<file path="src/rtl/memoria_loader_pkg.sv">
// Shared types and constants for the memoria_loader program-image loader.
// The optional trailing checksum byte is enabled with LOADER_CHECKSUM_EN.
package memoria_loader_pkg;

   typedef enum logic [2:0] {
      S_IDLE,
      S_CNT_LO,
      S_CNT_HI,
      S_BYTES,
      S_WR,
      S_CHK,
      S_FIN,
      S_ERR
   } loader_state_e;

   localparam int BYTES_PER_WORD = 4;
   localparam int COUNT_BYTES    = 2;
   localparam int COUNT_W        = COUNT_BYTES * 8;

endpackage

</file>
<file path="src/rtl/memoria_loader_word_asm.sv">
// Byte-to-word assembler: shifts stream bytes in MSB first and flags the
// transfer that completes a word. The FSM holds it cleared outside word fetch.
module loader_word_asm
   import memoria_loader_pkg::*;
(
   input  logic                        clk,
   input  logic                        reset_n_i,
   input  logic                        clr_i,
   input  logic                        shift_i,
   input  logic [7:0]                  byte_i,
   output logic [BYTES_PER_WORD*8-1:0] word_o,
   output logic                        word_full_o
);

   localparam int KEEP_W = (BYTES_PER_WORD - 1) * 8;

   logic [KEEP_W-1:0]           shreg_q;
   logic [BYTES_PER_WORD*8-1:0] shreg_d;
   logic [1:0]                  idx_q;

   // Lane 0 takes the incoming byte; every other lane takes its lower neighbour.
   genvar gi;
   generate
      for (gi = 0; gi < BYTES_PER_WORD; gi++) begin : g_lane
         if (gi == 0) begin : g_first
            assign shreg_d[7:0] = byte_i;
         end else begin : g_rest
            assign shreg_d[gi*8 +: 8] = shreg_q[(gi-1)*8 +: 8];
         end
      end
   endgenerate

   assign word_o      = shreg_d;
   assign word_full_o = shift_i && (idx_q == 2'(BYTES_PER_WORD - 1));

   always_ff @(posedge clk) begin
      if (!reset_n_i || clr_i) begin
         shreg_q <= '0;
         idx_q   <= '0;
      end else if (shift_i) begin
         shreg_q <= shreg_d[KEEP_W-1:0];
         idx_q   <= idx_q + 2'd1;
      end
   end

endmodule

</file>
<file path="src/rtl/memoria_loader.sv">
// Streams a count-prefixed byte image from a host link into word memory.
// Define LOADER_CHECKSUM_EN to require a trailing XOR checksum byte.
module memoria_loader
   import memoria_loader_pkg::*;
#(
   parameter int DATA_W = 32,
   parameter int ADDR_W = 10,
   parameter int DEPTH  = 128
) (
   input  logic              clk,
   input  logic              reset,
   input  logic              start,
   input  logic [ADDR_W-1:0] base_addr,
   input  logic              in_valid,
   input  logic [7:0]        in_data,
   output logic              in_ready,
   output logic [DATA_W-1:0] dado,
   output logic [ADDR_W-1:0] endereco,
   output logic              write,
   output logic              busy,
   output logic              done,
   output logic              error,
   output logic [ADDR_W:0]   words_loaded
);

   loader_state_e      state_q;
   logic [ADDR_W-1:0]  base_q;
   logic [7:0]         cnt_lo_q;
   logic [COUNT_W-1:0] count_q;
   logic [COUNT_W-1:0] count_d;
   logic [COUNT_W:0]   end_d;
   logic [ADDR_W:0]    wl_inc_d;
   logic [ADDR_W-1:0]  addr_d;
   logic [DATA_W-1:0]  word_d;
   logic               last_d;
   logic               xfer;
   logic               shift_en;
   logic               asm_clr;
   logic               word_full;
`ifdef LOADER_CHECKSUM_EN
   logic [7:0]         chk_q;
`endif

   assign in_ready = (state_q == S_CNT_LO) || (state_q == S_CNT_HI) ||
                     (state_q == S_BYTES)  || (state_q == S_CHK);
   assign xfer     = in_valid && in_ready;
   assign shift_en = xfer && (state_q == S_BYTES);
   assign asm_clr  = (state_q != S_BYTES);

   assign count_d  = {in_data, cnt_lo_q};
   // One spare bit so base+N cannot wrap before the bound check.
   assign end_d    = (COUNT_W+1)'(base_q) + (COUNT_W+1)'(count_d);
   assign wl_inc_d = words_loaded + (ADDR_W+1)'(1);
   assign addr_d   = base_q + words_loaded[ADDR_W-1:0];
   assign last_d   = (COUNT_W'(wl_inc_d) == count_q);

   loader_word_asm u_asm (
      .clk         (clk),
      .reset_n_i   (reset),
      .clr_i       (asm_clr),
      .shift_i     (shift_en),
      .byte_i      (in_data),
      .word_o      (word_d),
      .word_full_o (word_full)
   );

   always_ff @(posedge clk) begin
      if (!reset) begin
         state_q      <= S_IDLE;
         base_q       <= '0;
         cnt_lo_q     <= '0;
         count_q      <= '0;
         dado         <= '0;
         endereco     <= '0;
         write        <= 1'b0;
         busy         <= 1'b0;
         done         <= 1'b0;
         error        <= 1'b0;
         words_loaded <= '0;
`ifdef LOADER_CHECKSUM_EN
         chk_q        <= '0;
`endif
      end else begin
         write <= 1'b0;
         done  <= 1'b0;
`ifdef LOADER_CHECKSUM_EN
         if (xfer) chk_q <= chk_q ^ in_data;
`endif
         case (state_q)
            S_IDLE, S_ERR: begin
               if (start) begin
                  base_q       <= base_addr;
                  error        <= 1'b0;
                  words_loaded <= '0;
                  busy         <= 1'b1;
                  state_q      <= S_CNT_LO;
`ifdef LOADER_CHECKSUM_EN
                  chk_q        <= '0;
`endif
               end
            end
            S_CNT_LO: begin
               if (xfer) begin
                  cnt_lo_q <= in_data;
                  state_q  <= S_CNT_HI;
               end
            end
            S_CNT_HI: begin
               if (xfer) begin
                  count_q <= count_d;
                  if (count_d == '0) begin
`ifdef LOADER_CHECKSUM_EN
                     state_q <= S_CHK;
`else
                     busy    <= 1'b0;
                     done    <= 1'b1;
                     state_q <= S_FIN;
`endif
                  end else if (end_d > (COUNT_W+1)'(DEPTH)) begin
                     error   <= 1'b1;
                     busy    <= 1'b0;
                     state_q <= S_ERR;
                  end else begin
                     state_q <= S_BYTES;
                  end
               end
            end
            S_BYTES: begin
               if (word_full) begin
                  write    <= 1'b1;
                  dado     <= word_d;
                  endereco <= addr_d;
                  state_q  <= S_WR;
               end
            end
            S_WR: begin
               words_loaded <= wl_inc_d;
               if (last_d) begin
`ifdef LOADER_CHECKSUM_EN
                  state_q <= S_CHK;
`else
                  busy    <= 1'b0;
                  done    <= 1'b1;
                  state_q <= S_FIN;
`endif
               end else begin
                  state_q <= S_BYTES;
               end
            end
`ifdef LOADER_CHECKSUM_EN
            S_CHK: begin
               if (xfer) begin
                  busy <= 1'b0;
                  if (in_data == chk_q) begin
                     done    <= 1'b1;
                     state_q <= S_FIN;
                  end else begin
                     error   <= 1'b1;
                     state_q <= S_ERR;
                  end
               end
            end
`endif
            S_FIN: state_q <= S_IDLE;
            default: state_q <= S_IDLE;
         endcase
      end
   end

endmodule

</file>
<file path="config.mk">
export PLATFORM = sky130hd
export DESIGN_NAME = memoria_loader
export DESIGN_NICKNAME = d
export VERILOG_FILES = /design/src/rtl/memoria_loader_pkg.sv /design/src/rtl/memoria_loader_word_asm.sv /design/src/rtl/memoria_loader.sv
export SDC_FILE = /design/constraint.sdc
export NUM_CORES = 1
export LEC_CHECK = 0
export CORE_ASPECT_RATIO = 2
export CORE_MARGIN = 4
export CORE_UTILIZATION = 30
export CTS_CLUSTER_SIZE = 10
export DETAILED_ROUTE_END_ITERATION = 7
export PLACE_DENSITY = 0.47
export SLEW_MARGIN = 40
export SYNTH_ARGS = -nofsm -noshare
export SYNTH_HDL_FRONTEND = slang
export SYNTH_SLANG_ARGS = --single-unit
</file>
<file path="constraint.sdc">
create_clock -name clk -period 2.3 [get_ports clk]
set_input_delay 0.46 -clock clk [delete_from_list [all_inputs] [get_ports clk]]
set_output_delay 0.46 -clock clk [all_outputs]
set_load 0.02 [all_outputs]
</file>
### After elaboration in Yosys (flattened, before gate mapping)

Cells that the tools add are included.

| word-level totals | value |
|---|---|
| register bits | 120 |
| latch bits | 0 |
| bits in writable memories | 0 |
| ROM bits | 0 |
| bits of input ports | 22 |
| output and inout port bits | 58 |
| logic and storage cells | 84 |
| memories kept | 0 |

| operators by class | value |
|---|---|
| $add $sub $neg | 4 |
| $mul | 0 |
| div/mod/pow operators | 0 |
| magnitude comparators | 1 |
| eq/ne operators | 17 |
| shifts and indexed selects | 0 |
| muxes and demuxes | 26 |
| bitwise gates (word level) | 0 |
| reduce and logical (&&, ||, !) cells | 23 |

Operators by type and width:

| operator | count |
|---|---|
| 11-bit case mux with 2 select lines | 1 |
| 3-bit two-way mux | 7 |
| 10-bit by 16-bit adder with 17-bit output | 1 |
| 17-bit by 8-bit > comparator with 1-bit output, second input constant | 1 |
| 11-bit by 16-bit == test with 1-bit output | 1 |
| 16-bit zero test | 1 |
| 3-bit case mux with 5 select lines | 1 |
| 1-bit two-way mux | 13 |
| 2-bit AND reduction | 6 |
| 11-bit by 1-bit adder with 11-bit output, second input constant | 1 |
| 11-bit two-way mux | 1 |
| 10-bit adder | 1 |
| 2-bit != test, second input constant | 5 |
| 5-bit AND reduction | 2 |
| 3-bit == test, second input constant | 3 |
| 3-bit by 2-bit == test with 1-bit output, second input constant | 2 |
| 1-bit logical OR | 4 |
| 2-bit by 1-bit != test with 1-bit output, second input constant | 2 |
| 1-bit case mux with 2 select lines | 2 |
| 4-bit AND reduction | 1 |
| 2-bit nonzero test | 2 |
| 3-bit by 1-bit == test with 1-bit output, second input constant | 1 |
| 1-bit logical AND | 3 |
| 3-bit zero test | 1 |
| 8 further kinds | 8 |

### Logic depth before layout (Yosys ltp)

| depth | value |
|---|---|
| depth after elaboration | 9 |
| depth in mapped cells | 10 |
| gate-level depth less buffers | 10 |

### Modules after synthesis

Synthesis repeated with hierarchy kept, for this count alone.

| second synthesis, totals | value |
|---|---|
| cell total of the unflattened synthesis | 729 |
| area total of the unflattened synthesis | 5,990.7 um2 |

By module, submodules not included:

| module | times used | cells each | area each (um2) | sequential area each (um2) |
|---|---|---|---|---|
| memoria_loader | 1 | 634 | 4,943.5 | 1,881.8 |
| loader_word_asm | 1 | 95 | 1,047.3 | 520.5 |

### Worst setup path before layout

Ideal clock, no wire load.

| path | value |
|---|---|
| path type | register to register |
| from | register base_q[0] |
| to | register state_q[2] |
| setup time | 0.117 ns |
| arrival | 2.310 ns |
| data required time | 2.183 ns |
| setup slack | -0.127 ns |
| cell stages (with the launch flop) | 10 |
| buffers on the path | 0 |
| cells stage by stage | dfxtp_1 -> ha_1 -> fa_1 -> a21oi_2 -> o211ai_2 -> or3_1 -> o221ai_1 -> mux2i_1 -> nand4_1 -> a22o_1 |

| between the ends | value |
|---|---|
| word-level cells in the longest chain between the ends | 6 |

RTL lines:

| item | line | RTL |
|---|---|---|
| start: declaration | memoria_loader.sv:27 | `logic [ADDR_W-1:0] base_q;` |
| start signal: assignment | memoria_loader.sv:92 | `base_q <= base_addr;` |
| 10-bit by 16-bit adder with 17-bit output | memoria_loader.sv:52 | `assign end_d = (COUNT_W+1)'(base_q) + (COUNT_W+1)'(count_d);` |
| 17-bit by 8-bit > comparator with 1-bit output | memoria_loader.sv:119 | `end else if (end_d > (COUNT_W+1)'(DEPTH)) begin` |
| 3-bit two-way mux | memoria_loader.sv:119 |  |
| 3-bit two-way mux | memoria_loader.sv:111 | `if (count_d == '0) begin` |
| 3-bit two-way mux | memoria_loader.sv:109 | `if (xfer) begin` |
| 3-bit case mux with 5 select lines | memoria_loader.sv:89 | `case (state_q)` |
| end signal: assignment | memoria_loader.sv:117 | `state_q <= S_FIN;` |
| end signal: assignment | memoria_loader.sv:122 | `state_q <= S_ERR;` |
| end signal: assignment | memoria_loader.sv:124 | `state_q <= S_BYTES;` |
| end: declaration | memoria_loader.sv:26 | `loader_state_e state_q;` |

No other way between the ends. The select of a mux whose other input is x is not followed.
A chain may end at the register's enable or synchronous reset.

### Worst setup path in the final report

| path | value |
|---|---|
| from | register cnt_lo_q[0] |
| to | register state_q[2] |

| between the ends | value |
|---|---|
| word-level cells in the longest chain between the ends | 6 |
| elaborated cells on any way between the ends | 7 |
| classes of those cells | 1 x add/sub; 1 x order compare; 4 x mux; 1 x reduce/logical |

RTL lines:

| item | line | RTL |
|---|---|---|
| start: declaration | memoria_loader.sv:28 | `logic [7:0] cnt_lo_q;` |
| start signal: assignment | memoria_loader.sv:104 | `cnt_lo_q <= in_data;` |
| 10-bit by 16-bit adder with 17-bit output | memoria_loader.sv:52 |  |
| 17-bit by 8-bit > comparator with 1-bit output | memoria_loader.sv:119 |  |
| 3-bit two-way mux | memoria_loader.sv:119 |  |
| 3-bit two-way mux * | memoria_loader.sv:111 |  |
| 3-bit two-way mux * | memoria_loader.sv:109 |  |
| 3-bit case mux with 5 select lines * | memoria_loader.sv:89 |  |

Every way passes the cells marked *; elsewhere a longest branch is shown, timed or not. The select of a mux whose other input is x is not followed.

==> impl_metrics.tcl <==
set metrics [dict create \
    synth_largest_area_cell "dfxtp_1" \
    skew_ns 0.0104 \
    grt_max_degree 58 \
    grt_pass1_wl_um 33700 \
    cts_buffers 17 \
    max_stage_delay_ns 0.50 \
    path_clk_slew_ns 0.06 \
    pwr_density_cell_mw_per_mm2 782 \
    ys_seq_elements 120 \
    cts.htree.levels 4 \
    hold_slack_ns 0.459 \
    dp_hpwl_um 17300 \
    power_mw 6.78 \
    detail_route.iter0.violations 179 \
    drive_gt1_frac 0.227 \
    synth_cell_types 72 \
    insertedDiodeCount 0 \
    multi_input_area_sq_mm 0.00365 \
    muxShareOfSynthArea 0.0131 \
    hp-start "dado[3]" \
    critPathTopFamily "simple AND/OR/NAND/NOR gates" \
    grt.overflow.total 0 \
    clk-insertion-delay-late_ns 0.43 \
    cts_tree "done" \
    place_area_sq_mm 0.00794 \
    period_share 1.07 \
    die_width_um 110 \
    outcome "finished, violations left" \
    wire_per_inst_um 18.7 \
    cp.arrival_ns 2.78 \
    antenna_found_initial 0 \
    start_kind "flip-flop" \
    avgSynthCellArea_sq_um 8.40 \
    seq_area_sq_mm 0.00241 \
    layout_setup_ws_ns -0.151 \
    synth_area_leaders "dfxtp_1 (39%), nand2_1 (10%), a21boi_0 (8.0%), o221a_2 (4.5%), ha_1 (4.2%)" \
    avgViaCountPerCell 5.07 \
    area_growth_pct 40.0 \
    die_y_um 211 \
    final_common_cell "nand2_1" \
    cts_sinks 120 \
    netlist.area_leader.share 0.388 \
    hp-class "reg -> reg" \
    core-area_sq_mm 0.0204 \
    slew_viol_final 0 \
    synth_xor_area_frac 0.0297 \
    finalHoldViolations 0 \
    initial_core_util 0.304 \
    end_kind "flip-flop" \
    syn_inst 738 \
    max_slew.worst_pin.slew_ns 0.563 \
    drc_errors 0 \
    leakagePower_nw 3.36 \
    crit_fanout 2 \
    synth_edf_count 0 \
    final_cell_mix "nand2_1 (170), dfxtp_1 (114), buf_4 (101), clkdlybuf4s50_1 (78), a21boi_0 (65)" \
    synthFlopType "dfxtp_1" \
    io_pins 80 \
    path_class "reg -> reg" \
    place.gp.congestion 0.856 \
    setup_viol 4 \
    synth-seq-area-share 0.388 \
    critical_path.reg2reg.startpoint "cnt_lo_q[0]" \
    num_vias 5951 \
    fin_crit_ns 2.45 \
    drv_cap 0 \
    synth_top_family_by_area "compound AO/OA/AOI/OAI gates" \
    violations "setup timing" \
    crit_start "cnt_lo_q[0]" \
    final_nets 940 \
    synthAdderAreaFrac 0.0489 \
    yosysWarnings 0 \
    num_rows 74 \
    max_clock_freq_mhz 408 \
    syn-num-nets 783 \
    finalWirelength_um 22000 \
    slew_headroom 0.624 \
    portBuffers 79 \
    post-place-ws_ns -0.505 \
    root_buffer "clkbuf_16" \
    first_pass_iters 4 \
    cts_buffer_depth 2 \
    synth_compound_area_frac 0.250 \
    max-vdd-ir-drop_v 0.000551 \
    path_buf_inv 0 \
    crit_chain "ha_4 > fa_2 > a2111oi_4 > nand3_1 > or4_4 > nand3_2 > nand4_1 > a22o_1" \
    worst-endpoint-required_ns 2.62 \
    grt_usage 0.197 \
    cts_hold_buf 0 \
    synthArstFlopShare 0 \
    ant_nets 0 \
    syn_area_sq_mm 0.00620 \
    die-area_sq_mm 0.0232 \
    finish.instance_area_sq_mm 0.00867 \
    rsz0062_at_grt "true" \
    synthSimpleGateAreaFrac 0.228 \
    critPathSlowestCell "or4_4" \
    final.fill_count 2098 \
    grt_pass1_vias 6093 \
]
==> flip-flops by register name (all words and copies together) (netlist names) <==
name	count
words_loaded	11
done	1
base_q	10
cnt_lo_q	8
endereco	10
error	1
u_asm.idx_q	2
busy	1
count_q	16
dado	32
u_asm.shreg_q	24
write	1
state_q	3
==> area by class of cell <==
| type | instances | share of cell area |
|---|---|---|
| tap | 266 | 0.0384 |
| sequential | 120 | 0.278 |
| inverter | 18 | 0.00779 |
| multi-input combinational | 554 | 0.421 |
| clock buffer | 21 | 0.0542 |
| clock inverter | 11 | 0.0141 |
| timing repair buffer | 184 | 0.186 |
==> cell usage after synthesis (all sizes together), types with 3 or more instances <==
cell,n
nand2,171
dfxtp,120
a21boi,71
clkbuf,33
nor2,30
o21ai,29
o221a,25
a21oi,21
ha,21
nand3,20
inv,16
buf,13
xnor2,13
and2,11
nor2b,11
nor3,11
xor2,8
and3,7
mux2i,7
o211ai,7
nand4,6
nor4,6
or3,6
a22oi,5
or2,5
a211oi,4
a21o,4
and4,4
o21a,4
o31ai,4
a2111oi,3
a31oi,3
o211a,3
==> worst register-to-register path, delay by kind of cell (launching register included) <==
kind | cells | cell delay (ns)
simple gates | 4 | 0.89
fa+ha+maj | 2 | 0.60
compound gates | 2 | 0.51
flops | 1 | 0.35
==> timing repair <==
item | in CTS | in global routing
setup buffers | 1 | 2
setup endpoints to repair | 6 | 10
resized for setup | 7 | 23
pin swaps | 7 | 6
==> per-layer routing <==
layer	GRT usage	wire (um)
met1	0.189	7790
met2	0.391	12700
met3	0.0303	634
met4	0.0900	848
met5	0	0
==> stage by stage <==
step,util,setup TNS [ns],cells
2_1_floorplan,-,0,738
3_3_place_gp,0.390,-1.79,1139
3_5_place_dp,0.390,-1.84,1139
4_1_cts,0.421,-0.341,1172
5_1_grt,0.426,-0.784,1174
6_report,0.426,-0.297,1174
==> cell families (layout without fill, tap and decap cells) <==
kind of cell               after synthesis  after routing
adders and majority gates               23             23
and+or+nand+nor                        300            300
xor gates and xnor gates                21             21
muxes                                    8              8
AOI/OAI and AO/OA                      202            202
DFF                                    120            120
buffers and inverters                   64            234
==> worst paths after layout <==
kind,to,slack (ns),cells past startpoint
setup reg to reg,state_q[2],-0.15,8
hold reg to reg,dado[3],0.46,2
hold / removal,dado[3],0.46,2
setup / recovery,state_q[2],-0.15,8
==> where the power goes <==
part	internal, mW	switching [mW]	total, mW	leakage, nW
clock network	1.67	0.988	2.66	0.281
registers	2.20	0.140	2.34	0.972
logic	0.779	1.00	1.78	2.11
total	4.65	2.13	6.78	3.36
No activity file was read; power rests on OpenSTA's default activity.
